## config.mk

```make
export PLATFORM = sky130hd
export DESIGN_NAME = fmap_stream_tx
export DESIGN_NICKNAME = d
export VERILOG_FILES = /design/src/rtl/fmap_stream_tx_pkg.sv /design/src/rtl/fmap_stream_tx_stream_align.sv /design/src/rtl/fmap_stream_tx.sv
export SDC_FILE = /design/constraint.sdc
export NUM_CORES = 1
export LEC_CHECK = 0
export CAP_MARGIN = 20
export CORE_ASPECT_RATIO = 0.7
export CORE_UTILIZATION = 53
export CTS_BUF_LIST = sky130_fd_sc_hd__clkbuf_4 sky130_fd_sc_hd__clkbuf_8
export DETAILED_ROUTE_END_ITERATION = 7
export PLACE_DENSITY_LB_ADDON = 0.08
export SYNTH_ARGS = -nofsm -noshare
export SYNTH_HDL_FRONTEND = slang
export SYNTH_SLANG_ARGS = --single-unit
```

## constraint.sdc

```tcl
create_clock -name i_sclk -period 5.05 [get_ports i_sclk]
set_input_delay 1.2625 -clock i_sclk [delete_from_list [all_inputs] [get_ports i_sclk]]
set_output_delay 1.2625 -clock i_sclk [all_outputs]
set_load 0.01 [all_outputs]
```

## src/rtl/fmap_stream_tx_pkg.sv

```systemverilog
// Shared types and helpers for the feature-map stream transmitter.
package fmap_stream_tx_pkg;

  typedef enum logic [2:0] {
    ST_IDLE,
    ST_VSYNC,
    ST_HSYNC,
    ST_ROW,
    ST_GAP
  } tx_state_e;

  localparam int VS_LEN_DEF = 4;

  function automatic int addr_w(input int size, input int channel);
    return (size * size * channel > 1) ? $clog2(size * size * channel) : 1;
  endfunction

endpackage

```

## src/rtl/fmap_stream_tx_stream_align.sv

```systemverilog
// One-stage alignment of stream controls so they coincide with the RAM read data
// returned for the address issued in the previous cycle.
module stream_align #(
  parameter int WIDTH_D = 27
) (
  input  logic               i_sclk,
  input  logic               i_rst_n,
  input  logic               vsync_c,
  input  logic               hsync_c,
  input  logic               reuse_c,
  input  logic               valid_c,
  input  logic [WIDTH_D-1:0] rd_data,
  output logic               vsync,
  output logic               hsync,
  output logic               reuse,
  output logic               valid,
  output logic [WIDTH_D-1:0] tdata
);

  always_ff @(posedge i_sclk or negedge i_rst_n) begin
    if (!i_rst_n) begin
      vsync <= 1'b0;
      hsync <= 1'b0;
      reuse <= 1'b0;
      valid <= 1'b0;
    end else begin
      vsync <= vsync_c;
      hsync <= hsync_c;
      reuse <= reuse_c;
      valid <= valid_c;
    end
  end

  // rd_data already comes off the RAM output register; only force zero between beats.
  assign tdata = valid ? rd_data : '0;

endmodule

```

## src/rtl/fmap_stream_tx.sv

```systemverilog
// Feature-map stream transmitter: replays a stored feature map from single-port RAM
// as the vsync/hsync/reuse/valid raster stream feeding the next layer's window groups.
//
// state    | meaning
// ST_IDLE  | waiting for i_start
// ST_VSYNC | frame-start window, VS_LEN cycles, counters cleared
// ST_HSYNC | one-cycle row start
// ST_ROW   | SIZE*CHANNEL read beats of one row
// ST_GAP   | GAP idle cycles after a row
module fmap_stream_tx
  import fmap_stream_tx_pkg::*;
#(
  parameter int WIDTH_D = 27,
  parameter int SIZE    = 28,
  parameter int CHANNEL = 128,
  parameter int GAP     = 0,
  parameter int REPEAT  = 1,
  parameter int VS_LEN  = VS_LEN_DEF,
  parameter int ADDR_W  = addr_w(SIZE, CHANNEL)
) (
  input  logic               i_sclk,
  input  logic               i_rst_n,
  input  logic               i_start,
  output logic [ADDR_W-1:0]  o_rd_addr,
  output logic               o_rd_en,
  input  logic [WIDTH_D-1:0] i_rd_data,
  output logic               o_vsync,
  output logic               o_hsync,
  output logic               o_reuse,
  output logic               o_valid,
  output logic [WIDTH_D-1:0] o_tdata,
  output logic               o_busy,
  output logic               o_done
);

  localparam int ROW_LEN = SIZE * CHANNEL;
  localparam int TMR_MAX = (ROW_LEN > VS_LEN) ? ((ROW_LEN > GAP) ? ROW_LEN : GAP)
                                              : ((VS_LEN > GAP) ? VS_LEN : GAP);
  localparam int TMR_W   = $clog2(TMR_MAX + 1);
  localparam int ROW_W   = $clog2(SIZE + 1);
  localparam int REP_W   = $clog2(REPEAT + 1);

  tx_state_e         state_q, state_nxt;
  logic [TMR_W-1:0]  tmr_q, tmr_load;
  logic [ROW_W-1:0]  row_q;
  logic [REP_W-1:0]  rep_q;
  logic [ADDR_W-1:0] addr_q;
  logic              rd_en_q, busy_q, done_q, done_out_q;
  logic              start_acc, tc, last_row, last_rep, frame_end, enter;
  logic              vsync_c, hsync_c, valid_c, reuse_c;

  // A start held through the tail of a frame must not retrigger it.
  assign start_acc = (state_q == ST_IDLE) && i_start && !busy_q && !done_out_q;
  assign tc        = (tmr_q == '0);
  assign last_row  = (row_q == ROW_W'(SIZE - 1));
  assign last_rep  = (rep_q == REP_W'(REPEAT - 1));
  assign enter     = (state_nxt != state_q);

  always_ff @(posedge i_sclk or negedge i_rst_n) begin
    if (!i_rst_n) state_q <= ST_IDLE;
    else          state_q <= state_nxt;
  end

  always_comb begin
    state_nxt = state_q;
    frame_end = 1'b0;
    case (state_q)
      ST_IDLE:  if (start_acc) state_nxt = ST_VSYNC;
      ST_VSYNC: if (tc) state_nxt = ST_HSYNC;
      ST_HSYNC: state_nxt = ST_ROW;
      ST_ROW: begin
        if (tc) begin
          if (GAP > 0)       state_nxt = ST_GAP;
          else if (!last_row) state_nxt = ST_HSYNC;
          else               frame_end = 1'b1;
        end
      end
      ST_GAP: begin
        if (tc) begin
          if (!last_row) state_nxt = ST_HSYNC;
          else           frame_end = 1'b1;
        end
      end
      default: state_nxt = ST_IDLE;
    endcase
    if (frame_end) state_nxt = last_rep ? ST_IDLE : ST_VSYNC;
  end

  always_comb begin
    vsync_c = (state_q == ST_VSYNC);
    hsync_c = (state_q == ST_HSYNC);
    valid_c = (state_q == ST_ROW);
    reuse_c = (state_q == ST_ROW) && (rep_q != '0);
  end

  always_comb begin
    tmr_load = '0;
    case (state_nxt)
      ST_VSYNC: tmr_load = TMR_W'(VS_LEN - 1);
      ST_ROW:   tmr_load = TMR_W'(ROW_LEN - 1);
      ST_GAP:   tmr_load = TMR_W'((GAP > 0) ? GAP - 1 : 0);
      default:  tmr_load = '0;
    endcase
  end

  always_ff @(posedge i_sclk or negedge i_rst_n) begin
    if (!i_rst_n) begin
      tmr_q  <= '0;
      row_q  <= '0;
      rep_q  <= '0;
      addr_q <= '0;
    end else begin
      if (enter)    tmr_q <= tmr_load;
      else if (!tc) tmr_q <= tmr_q - 1'b1;

      if (start_acc)                   rep_q <= '0;
      else if (frame_end && !last_rep) rep_q <= rep_q + 1'b1;

      if (enter && state_nxt == ST_VSYNC) begin
        row_q  <= '0;
        addr_q <= '0;
      end else begin
        if (enter && state_nxt == ST_HSYNC && state_q != ST_VSYNC) row_q <= row_q + 1'b1;
        // hold the final address rather than wrapping past the end of the map
        if (state_q == ST_ROW && !(tc && last_row)) addr_q <= addr_q + 1'b1;
      end
    end
  end

  always_ff @(posedge i_sclk or negedge i_rst_n) begin
    if (!i_rst_n) begin
      rd_en_q    <= 1'b0;
      busy_q     <= 1'b0;
      done_q     <= 1'b0;
      done_out_q <= 1'b0;
    end else begin
      rd_en_q    <= (state_nxt == ST_ROW);
      done_q     <= frame_end && last_rep;
      done_out_q <= done_q;
      if (start_acc)   busy_q <= 1'b1;
      else if (done_q) busy_q <= 1'b0;
    end
  end

  assign o_rd_addr = addr_q;
  assign o_rd_en   = rd_en_q;
  assign o_busy    = busy_q;
  assign o_done    = done_out_q;

  stream_align #(.WIDTH_D(WIDTH_D)) u_align (
    .i_sclk  (i_sclk),
    .i_rst_n (i_rst_n),
    .vsync_c (vsync_c),
    .hsync_c (hsync_c),
    .reuse_c (reuse_c),
    .valid_c (valid_c),
    .rd_data (i_rd_data),
    .vsync   (o_vsync),
    .hsync   (o_hsync),
    .reuse   (o_reuse),
    .valid   (o_valid),
    .tdata   (o_tdata)
  );

endmodule

```

==> results.md, run 1 <==
* Status: complete, no violations
* Clk pin slew, worst setup/hold paths at 80 ps
* Area delta synth->final at 32.61%
* Max H-tree Level at 2
* Die Span Y at 61.94 um
* Largest net degree at the start of global routing at 47
* CP Launch Type: primary input
* Final period util at 72.65%
* HP Class: flop to flop
* Clock sink total at 46
* CP Max Fanout at 1
* CP Capture Type: output pin
* Static leakage at 0.001347 uW
* Num rows at 21
* Synth top area cells: dfrtp_1 (42%), and2_1 (6.7%), xor2_1 (5.2%)
* Antenna cells at 0
* Setup ws final at 1381 ps
* Slew Limit Fails at 0
* CTS tree: built
* #FFs+latches synth at 46
* CTS Root Cell: clkbuf_8
* R2R Setup Slk at 2310 ps
* Post-synth top cells: dfrtp_1 (46), and2_1 (29), a21oi_1 (21)
* Nets at 384
* Cell with the most instances after synthesis: dfrtp_1
* Number of flops mapped to enable cells by yosys at 0
* Peak supply drop at 0.2830 mV
* Final setup viols at 0
* FMAX at 272.6 MHz
* Total track usage at 24.81%
* Worst skew pair latency at 300 ps
* Worst slew pin tran at 1045 ps
* Post-DP HPWL at 4856 um
* Detailed route wirelength on metal3 at 492 um
* FFs w/ async S/R, synth at 100.0%
* Syn nets at 309
* Placed Area at 3478 um^2
* Drt initial violations at 134
* Req. time, crit path at 3790 ps
* M1 WL at 3043 um
* Hold path startpoint: done_q
* Maxcap violations at 0
* Antenna Nets Post-Route at 0
* Power Dens Cells at 184.7 nW/um^2
* Post-CTS Hold Buffers at 0
* Layout Skew at 7.628 ps
* Worst hold endpoint: o_done
* Antenna violations before repair at 0
* CTS Buffer Depth at 2
* Number of setup buffers added after CTS at 0
* Post-route insts no fill at 421
* Critical Path AT at 2410 ps
* Via density per instance at 5.580
* FF-to-FF End: row_q[4]
* Total die area at 5427 um^2
* Mapped Area at 2720 um^2
* Routed WL at 6610 um
* Post-CTS Resized at 0
* Hold Fails Final Rpt at 0
* RD Place Congestion at 0.9135
* WHS Path Cells at 0
* CTS Buf Count at 5
* Vias in the first global route at 2011
* Netlist cell types at 57
* Worst setup path class: primary input to output pin
* Total Power at 666.4 uW
* Syn Inst Count at 276
* Filler cells at 369
* Synth top area share at 42.32%
* Syn_area_per_cell at 9.855 um^2
* Syn. warnings at 0
* Relative slew slack at 30.31%
* First-pass GRT wire length at 10080 um
* Die width at 87.63 um
* I/O Buffers at 80
* Wire per inst at 15.70 um
* Share of post-route cells with drive strength above 1 at 7.670%
* I/O pin count at 81
* DRC at 0
* Met2 Wirelength at 3030 um
* Top_reg_cell synth: dfrtp_1
* DR vias at 2349
* Sequential fraction of the synthesis area at 42.32%
* Placeable Area at 4861 um^2
* First-pass DRT Iterations at 4
* Yosys top cell by area: dfrtp_1
* Final Cell Area at 3607 um^2
* Dpl ws at 1259 ps
* Worst Reg-to-Reg Cells at 5
* Setup TNS at 0 ps
* Initial Util at 55.96%
* DR top layer: met4
* Tmin final at 3669 ps
* Inst Count DP at 412
* RSZ-0062 raised after global routing: no
* R2R Path Start: tmr_q[2]
* Congestion Overflow GR at 0
## area by class of cell
type	instances	area, um^2	area share [%]
timing repair buffer	81	815.8	22.62
inverter	9	33.78	0.9365
tap	69	86.33	2.393
clock inverter	3	40.04	1.110
clock buffer	5	68.82	1.908
multi-input combinational	208	1411	39.13
sequential	46	1151	31.91
## report_power, final
part / total (uW) / internal, uW / switching, uW
Clock: 269 / 146 / 123
Combinational: 29.5 / 20.4 / 9.02
Sequential: 368 / 368 / 0
Total: 666 / 534 / 132
## cell families (layout without fill, tap and decap cells)
kind of cell	after synthesis	in the layout	synth area share, %
simple gates	115	115	26.08
xor+xnor	28	28	9.015
buf+inv	22	98	5.795
fa+ha+maj	3	3	1.380
compound gates	60	60	14.67
flops	46	46	42.32
mux	2	2	0.7360
## cells in the final DEF (no fill, tap or decap), types with 2 or more instances in the layout
cell type	count
mux2i_1	2
nand2b_1	2
nor4_4	2
nand4_1	8
or3b_2	2
nor3_1	6
nor2_1	11
clkdlybuf4s50_1	79
clkbuf_8	5
dfrtp_1	46
inv_1	9
and3_1	2
nand3_1	14
clkinv_2	2
nand2_1	14
xor2_1	16
nor4_1	5
nand3b_1	2
a211o_1	2
or3_1	5
a21oi_1	21
xnor2_1	12
and2_1	29
a22oi_1	2
ha_1	3
nand4b_1	2
o21ai_0	18
## layer usage
metal | vias to the layer above | track usage (%)
met5 | - | 0
met1 | 1130 | 34.27
met3 | 4 | 5.548
met2 | 76 | 41.18
li1 | 1139 | -
met4 | 0 | 4.918
## how the worst max path moves through the flow
stage                               end  cells past startpoint  slack, ps           from
final                       o_tdata[25]                      3       1380  i_rd_data[25]
after global routing         o_tdata[2]                      3       1340   i_rd_data[2]
after CTS                   o_tdata[25]                      3       1360  i_rd_data[25]
after detailed placement        o_rd_en                      6       1260        i_start
after global placement       o_tdata[2]                      3       1380   i_rd_data[2]
after floorplan           o_rd_addr[10]                      6       2290        i_start
## registers in the layout, indices dropped and copies added, names as in the netlist
register and count:
rep_q 1, row_q 5, o_rd_addr 17, u_align.reuse 1, done_q 1, u_align.vsync 1
o_busy 1, tmr_q 12, u_align.valid 1, o_done 1, u_align.hsync 1, state_q 3
o_rd_en 1
## through the flow
step,util [%],hold slack [ps]
3_3_place_gp,71.56,356.4
5_1_grt,74.21,393.7
2_1_floorplan,-,345.6
3_5_place_dp,71.56,357.2
4_1_cts,73.80,378.8
6_report,74.21,375.1
## critical path: stages
cell and delay [ps]:
clkdlybuf4s50_1 450, and2_1 130, clkdlybuf4s50_1 560
(Power assumes the default switching activity.)
==> inputs of run 2 (changes only) <==
Settings changed: CORE_UTILIZATION 53 to 49.
Clock period 5.05 ns to 3.7 ns, I/O delays scaled along.
==> run 2 against run 1 <==
  * Die area increased by 7.9%
  * Wire length increased by 0.97%
  * Core utilization decreased by 6.0 points
  * Cell area about the same
  * Worst setup slack got worse by 660 ps
==> results.md, run 2 (synthesized netlist as in run 1, its figures left out) <==
* Status: complete, no violations
* Antenna cells at 0 (unchanged)
* Final setup viols at 0 (unchanged)
* Largest net degree at the start of global routing at 47 (unchanged)
* DRC at 0 (unchanged)
* DR vias at 2339 (-0.43%)
* Post-DP HPWL at 4884 um (+0.56%)
* Relative slew slack at 28.68% (-1.6 points)
* Setup TNS at 0 ps (unchanged)
* Worst skew pair latency at 300 ps (about the same)
* CTS tree: built
* Via density per instance at 5.504 (-1.4%)
* Tmin final at 2982 ps
* Max reg flops at 17 (unchanged)
* Initial Util at 51.47% (-4.5 points)
* HP Class: flop to flop
* Antenna violations before repair at 0 (unchanged)
* Static leakage at 0.001347 uW (about the same)
* Placeable Area at 5285 um^2 (+8.7%)
* Maxcap violations at 0 (unchanged)
* Worst setup path class: primary input to output pin
* Final period util at 80.59%
* Sequential share of power at 57.9% (+2.7 points)
* Worst slew pin tran at 1070 ps (+24.46 ps)
* Number of setup buffers added after CTS at 0 (unchanged)
* Clock share of power at 37.4% (-3.0 points)
* CTS Root Cell: clkbuf_8
* Power Dens Cells at 240.6 nW/um^2 (+30%)
* Vias in the first global route at 2217 (+10%)
* CTS Buf Count at 5 (unchanged)
* Share of post-route cells with drive strength above 1 at 7.932% (+0.26 points)
* First-pass DRT Iterations at 4 (unchanged)
* Antenna Nets Post-Route at 0 (unchanged)
* Slew Limit Fails at 0 (unchanged)
* CP Max Fanout at 1 (unchanged)
* CP Launch Type: primary input
* I/O Buffers at 80 (unchanged)
* First-pass GRT wire length at 11300 um (+12%)
* Hold Fails Final Rpt at 0 (unchanged)
* Area delta synth->final at 32.52% (about the same)
* Critical Path AT at 2060 ps (-350 ps)
* Max H-tree Level at 2 (unchanged)
* Congestion Overflow GR at 0 (unchanged)
* Clock sink total at 46 (unchanged)
* Post-CTS Hold Buffers at 0 (unchanged)
* Req. time, crit path at 2770 ps (-1020 ps)
* Num rows at 22 (+4.8%)
* CP Capture Type: output pin
* Commonest cells after routing, fill and taps aside: clkdlybuf4s50_1 (79), dfrtp_1 (46), and2_1 (29)
* Switching Fraction at 20.63% (+0.78 points)
* Die width at 91.05 um (+3.9%)
* Layout Skew at 8.880 ps (+1.252 ps)
* FMAX at 335.4 MHz
* I/O pin count at 81 (unchanged)
* RD Place Congestion at 0.8618 (-5.7%)
* Most common cell after layout, fill and taps aside: clkdlybuf4s50_1
* Clk pin slew, worst setup/hold paths at 80 ps (about the same)
* Post-CTS Resized at 0 (unchanged)
* Total die area at 5858 um^2 (+7.9%)
* Gate power share at 4.7% (+0.3 points)
* Psw at 178.9 uW (+35%)
* Die Span Y at 64.34 um (+3.9%)
* RSZ-0062 raised after global routing: no
* Total Power at 867.3 uW (+30%)
* Nets at 385 (+0.26%)
* Routed WL at 6674 um (+0.97%)
* Drt initial violations at 196 (+46%)
* Wire per inst at 15.70 um (about the same)
* Int Power at 688.3 uW (+29%)
* Total track usage at 24.64% (-0.17 points)
* CTS Buffer Depth at 2 (unchanged)
* Peak supply drop at 0.2610 mV (-7.8%)
[run 2: cell types whose count changed in the layout (fill, tap and decap cells not counted), sizes merged]
| cell | delta |
|---|---|
| clkinv | -1 |
| bufinv | -1 |
| buf | +1 |
| clkbuf | +2 |
[run 2: final cells by class]
cell class,instances,area [um^2]
Sequential cell,46,1151
Tap cell,72,90.09
Timing Repair Buffer,82,823.3
Fill cell,445,1680
Multi-Input combinational cell,208,1411
Inverter,9,33.78
Clock buffer,7,90.09
Clock inverter,1,5.005
[run 2: worst paths after layout]
kind	start	to	slack, ps	cells after the start
worst max-delay path	i_rd_data[25]	o_tdata[25]	720	3
worst min-delay path	done_q	o_done	370	0
worst max register to register	tmr_q[2]	o_rd_addr[15]	940	5
worst min register to register	done_q	o_done	370	0
max in group asynchronous	i_rst_n	u_align.hsync	2720	2
min in group asynchronous	i_rst_n	u_align.vsync	500	1
[run 2: layer usage]
metal,up-vias,global-route usage [%],wire length [um]
met2,84,36.93,2887
met5,-,0,0
met3,8,5.238,437
li1,1141,-,-
met1,1106,36.65,3294
met4,0,5.357,55
[run 2: through the flow]
stage | area (um^2) | std cells | worst slack [ps] | util, % | hold WS, ps
6_report | 3605 | 425 | 718.1 | 68.21 | 373.3
5_1_grt | 3605 | 425 | 673.9 | 68.21 | 389.5
4_1_cts | 3585 | 424 | 701.8 | 67.83 | 375.0
3_5_place_dp | 3490 | 416 | 557.8 | 66.03 | 354.7
3_3_place_gp | 3490 | 416 | 657.0 | 66.03 | 351.2
2_1_floorplan | 2720 | 276 | 1282 | - | 345.6
[run 2: power groups by stage]
stage / logic (uW) / registers (uW) / clock network, uW
global placement: 38.3 / 512 / 0
finish: 40.3 / 502 / 325
detailed placement: 38.9 / 512 / 0
CTS: 38.9 / 502 / 329
floorplan: 0.136 / 512 / 0
global route: 45.3 / 502 / 352
[run 2: worst max-delay path: stages]
cell and delay [ps]:
clkdlybuf4s50_1 450, and2_1 120, clkdlybuf4s50_1 570
==> inputs of run 3 (changes only) <==
Clock period 3.7 ns to 2.8 ns, I/O delays scaled along.
==> run 3 against run 2 <==
  * Non-clock buffer count rose by 5
  * Cell count is 1.2% higher
  * Sequential cell count unchanged
  * Die area did not move
  * Count of clock-buffer cells in the layout decreased by 2
  * Sequential share of layout area fell by 0.29 points
  * Critical path depth is the same
  * Register-to-register slack worse by 460 ps
  * Worst hold slack about the same
  * Wire length down 2.9%
  * First-iteration DRC count fell by 20%
  * Highest routed layer unchanged
  * Clock power rose by 21%
==> results.md, run 3 (synthesized netlist as in run 1, its figures left out) <==
* Status: complete, no violations
* M1 WL at 3151 um (-4.3%)
* Hold Fails Final Rpt at 0 (unchanged)
* Slew Limit Fails at 0 (unchanged)
* Register Area at 1151 um^2 (unchanged)
* I/O pin count at 81 (unchanged)
* Req. time, crit path at 2100 ps (-670 ps)
* CP Launch Type: primary input
* Max H-tree Level at 2 (unchanged)
* Congestion Overflow GR at 0 (unchanged)
* Filler cells at 440 (-1.1%)
* Maxcap violations at 0 (unchanged)
* Total die area at 5858 um^2 (unchanged)
* HP Class: flop to flop
* Layout Skew at 7.387 ps (-1.493 ps)
* CP Max Fanout at 1 (unchanged)
* First-pass GRT wire length at 10490 um (-7.1%)
* Initial Util at 51.47% (unchanged)
* Clk pin slew, worst setup/hold paths at 80 ps (about the same)
* Share of post-route cells with drive strength above 1 at 9.218% (+1.3 points)
* Static leakage at 0.001362 uW (+1.1%)
* RSZ-0062 raised after global routing: no
* DRC at 0 (unchanged)
* R2R Path Start: tmr_q[2]
* CTS Root Cell: clkbuf_8
* Peak supply drop at 0.3596 mV (+38%)
* I/O Buffers at 80 (unchanged)
* Met2 Wirelength at 2841 um (-1.6%)
* Num rows at 22 (unchanged)
* DR top layer: met4
* Vias in the first global route at 2062 (-7.0%)
* Commonest cells after routing, fill and taps aside: clkdlybuf4s50_1 (79), dfrtp_1 (46), and2_1 (29)
* Placeable Area at 5285 um^2 (unchanged)
* CTS Buf Count at 5 (unchanged)
* CTS tree: built
* CTS Buffer Depth at 2 (unchanged)
* Via density per instance at 5.349 (-2.8%)
* Worst setup path class: primary input to output pin
* Multi-input gate area at 1411 um^2 (unchanged)
* Post-CTS Hold Buffers at 0 (unchanged)
* Routed WL at 6479 um (-2.9%)
* Final period util at 90.71%
* Nets at 390 (+1.3%)
* Relative slew slack at 57.67% (+29 points)
* Max reg flops at 17 (unchanged)
* Antenna cells at 0 (unchanged)
* Post-DP HPWL at 4918 um (+0.71%)
* Detailed route wirelength on metal3 at 430 um (-1.6%)
* Number of setup buffers added after CTS at 0 (unchanged)
* Tmin final at 2540 ps
* Total track usage at 23.30% (-1.3 points)
* Post-CTS Resized at 0 (unchanged)
* Area delta synth->final at 33.72%
* Most common cell after layout, fill and taps aside: clkdlybuf4s50_1
* Wire per inst at 15.07 um (-4.1%)
* Critical Path AT at 1840 ps (-220 ps)
* Antenna violations before repair at 0 (unchanged)
* Die Span Y at 64.34 um (unchanged)
* Worst slew pin tran at 629.1 ps (-440.7 ps)
* Hold path startpoint: done_q
* CP Capture Type: output pin
* Clock sink total at 46 (unchanged)
* Drt initial violations at 157 (-20%)
* CP startpoint: i_rd_data[2]
* First-pass DRT Iterations at 4 (unchanged)
* Largest net degree at the start of global routing at 47 (unchanged)
* Worst skew pair latency at 300 ps (about the same)
* FMAX at 393.7 MHz
* Final setup viols at 0 (unchanged)
* Setup TNS at 0 ps (unchanged)
* Die width at 91.05 um (unchanged)
* Antenna Nets Post-Route at 0 (unchanged)
* DR vias at 2300 (-1.7%)
* RD Place Congestion at 0.8848 (+2.7%)
* Power Dens Cells at 304.2 nW/um^2 (+26%)
* Core Util, Final at 68.82% (+0.62 points)
==> run 3: changes by cell type in the layout (fill, tap and decap cells not counted), sizes merged <==
cell,change
buf,+5
clkinv,+1
clkbuf,-2
clkinvlp,+1
==> run 3: final timing paths <==
| path | endpoint | slack, ps | cells after the start |
|---|---|---|---|
| worst max-delay path | o_tdata[2] | 260 | 3 |
| worst min-delay path | o_done | 370 | 0 |
| worst max register to register | o_rd_addr[16] | 480 | 6 |
| worst min register to register | o_done | 370 | 0 |
| max in group asynchronous | tmr_q[1] | 1940 | 2 |
| min in group asynchronous | u_align.vsync | 480 | 2 |
==> run 3: power breakdown <==
part	total [uW]	internal (uW)	switching [uW]
logic	51.2	35.0	16.2
clock network	392	175	217
registers	664	664	0
total	1110	874	233
==> run 3: layout make-up <==
class,instances,area share [%]
Inverter,9,0.9288
Clock buffer,5,1.892
Tap cell,72,2.477
Timing Repair Buffer,87,23.67
Sequential cell,46,31.65
Clock inverter,3,0.5848
Multi-Input combinational cell,208,38.80
==> run 3: critical path: stages <==
cell,delay [ps]
clkdlybuf4s50_1,450
and2_1,120
clkdlybuf4s50_1,570
==> run 3: through the flow <==
step	hold WS, ps	setup slack [ps]	instances	power (uW)	cell area (um^2)
2_1_floorplan	345.6	607.0	276	677.3	2720
3_3_place_gp	350.8	252.9	422	728.6	3547
3_5_place_dp	352.6	251.3	422	729.4	3547
4_1_cts	372.6	246.0	430	1126	3637
5_1_grt	393.0	151.4	430	1161	3637
6_report	373.1	260.1	430	1107	3637
==> run 3: layer usage <==
metal,up-vias,track usage [%]
met2,71,35.70
met1,1067,32.85
met4,0,6.548
li1,1154,-
met5,-,0
met3,8,5.833
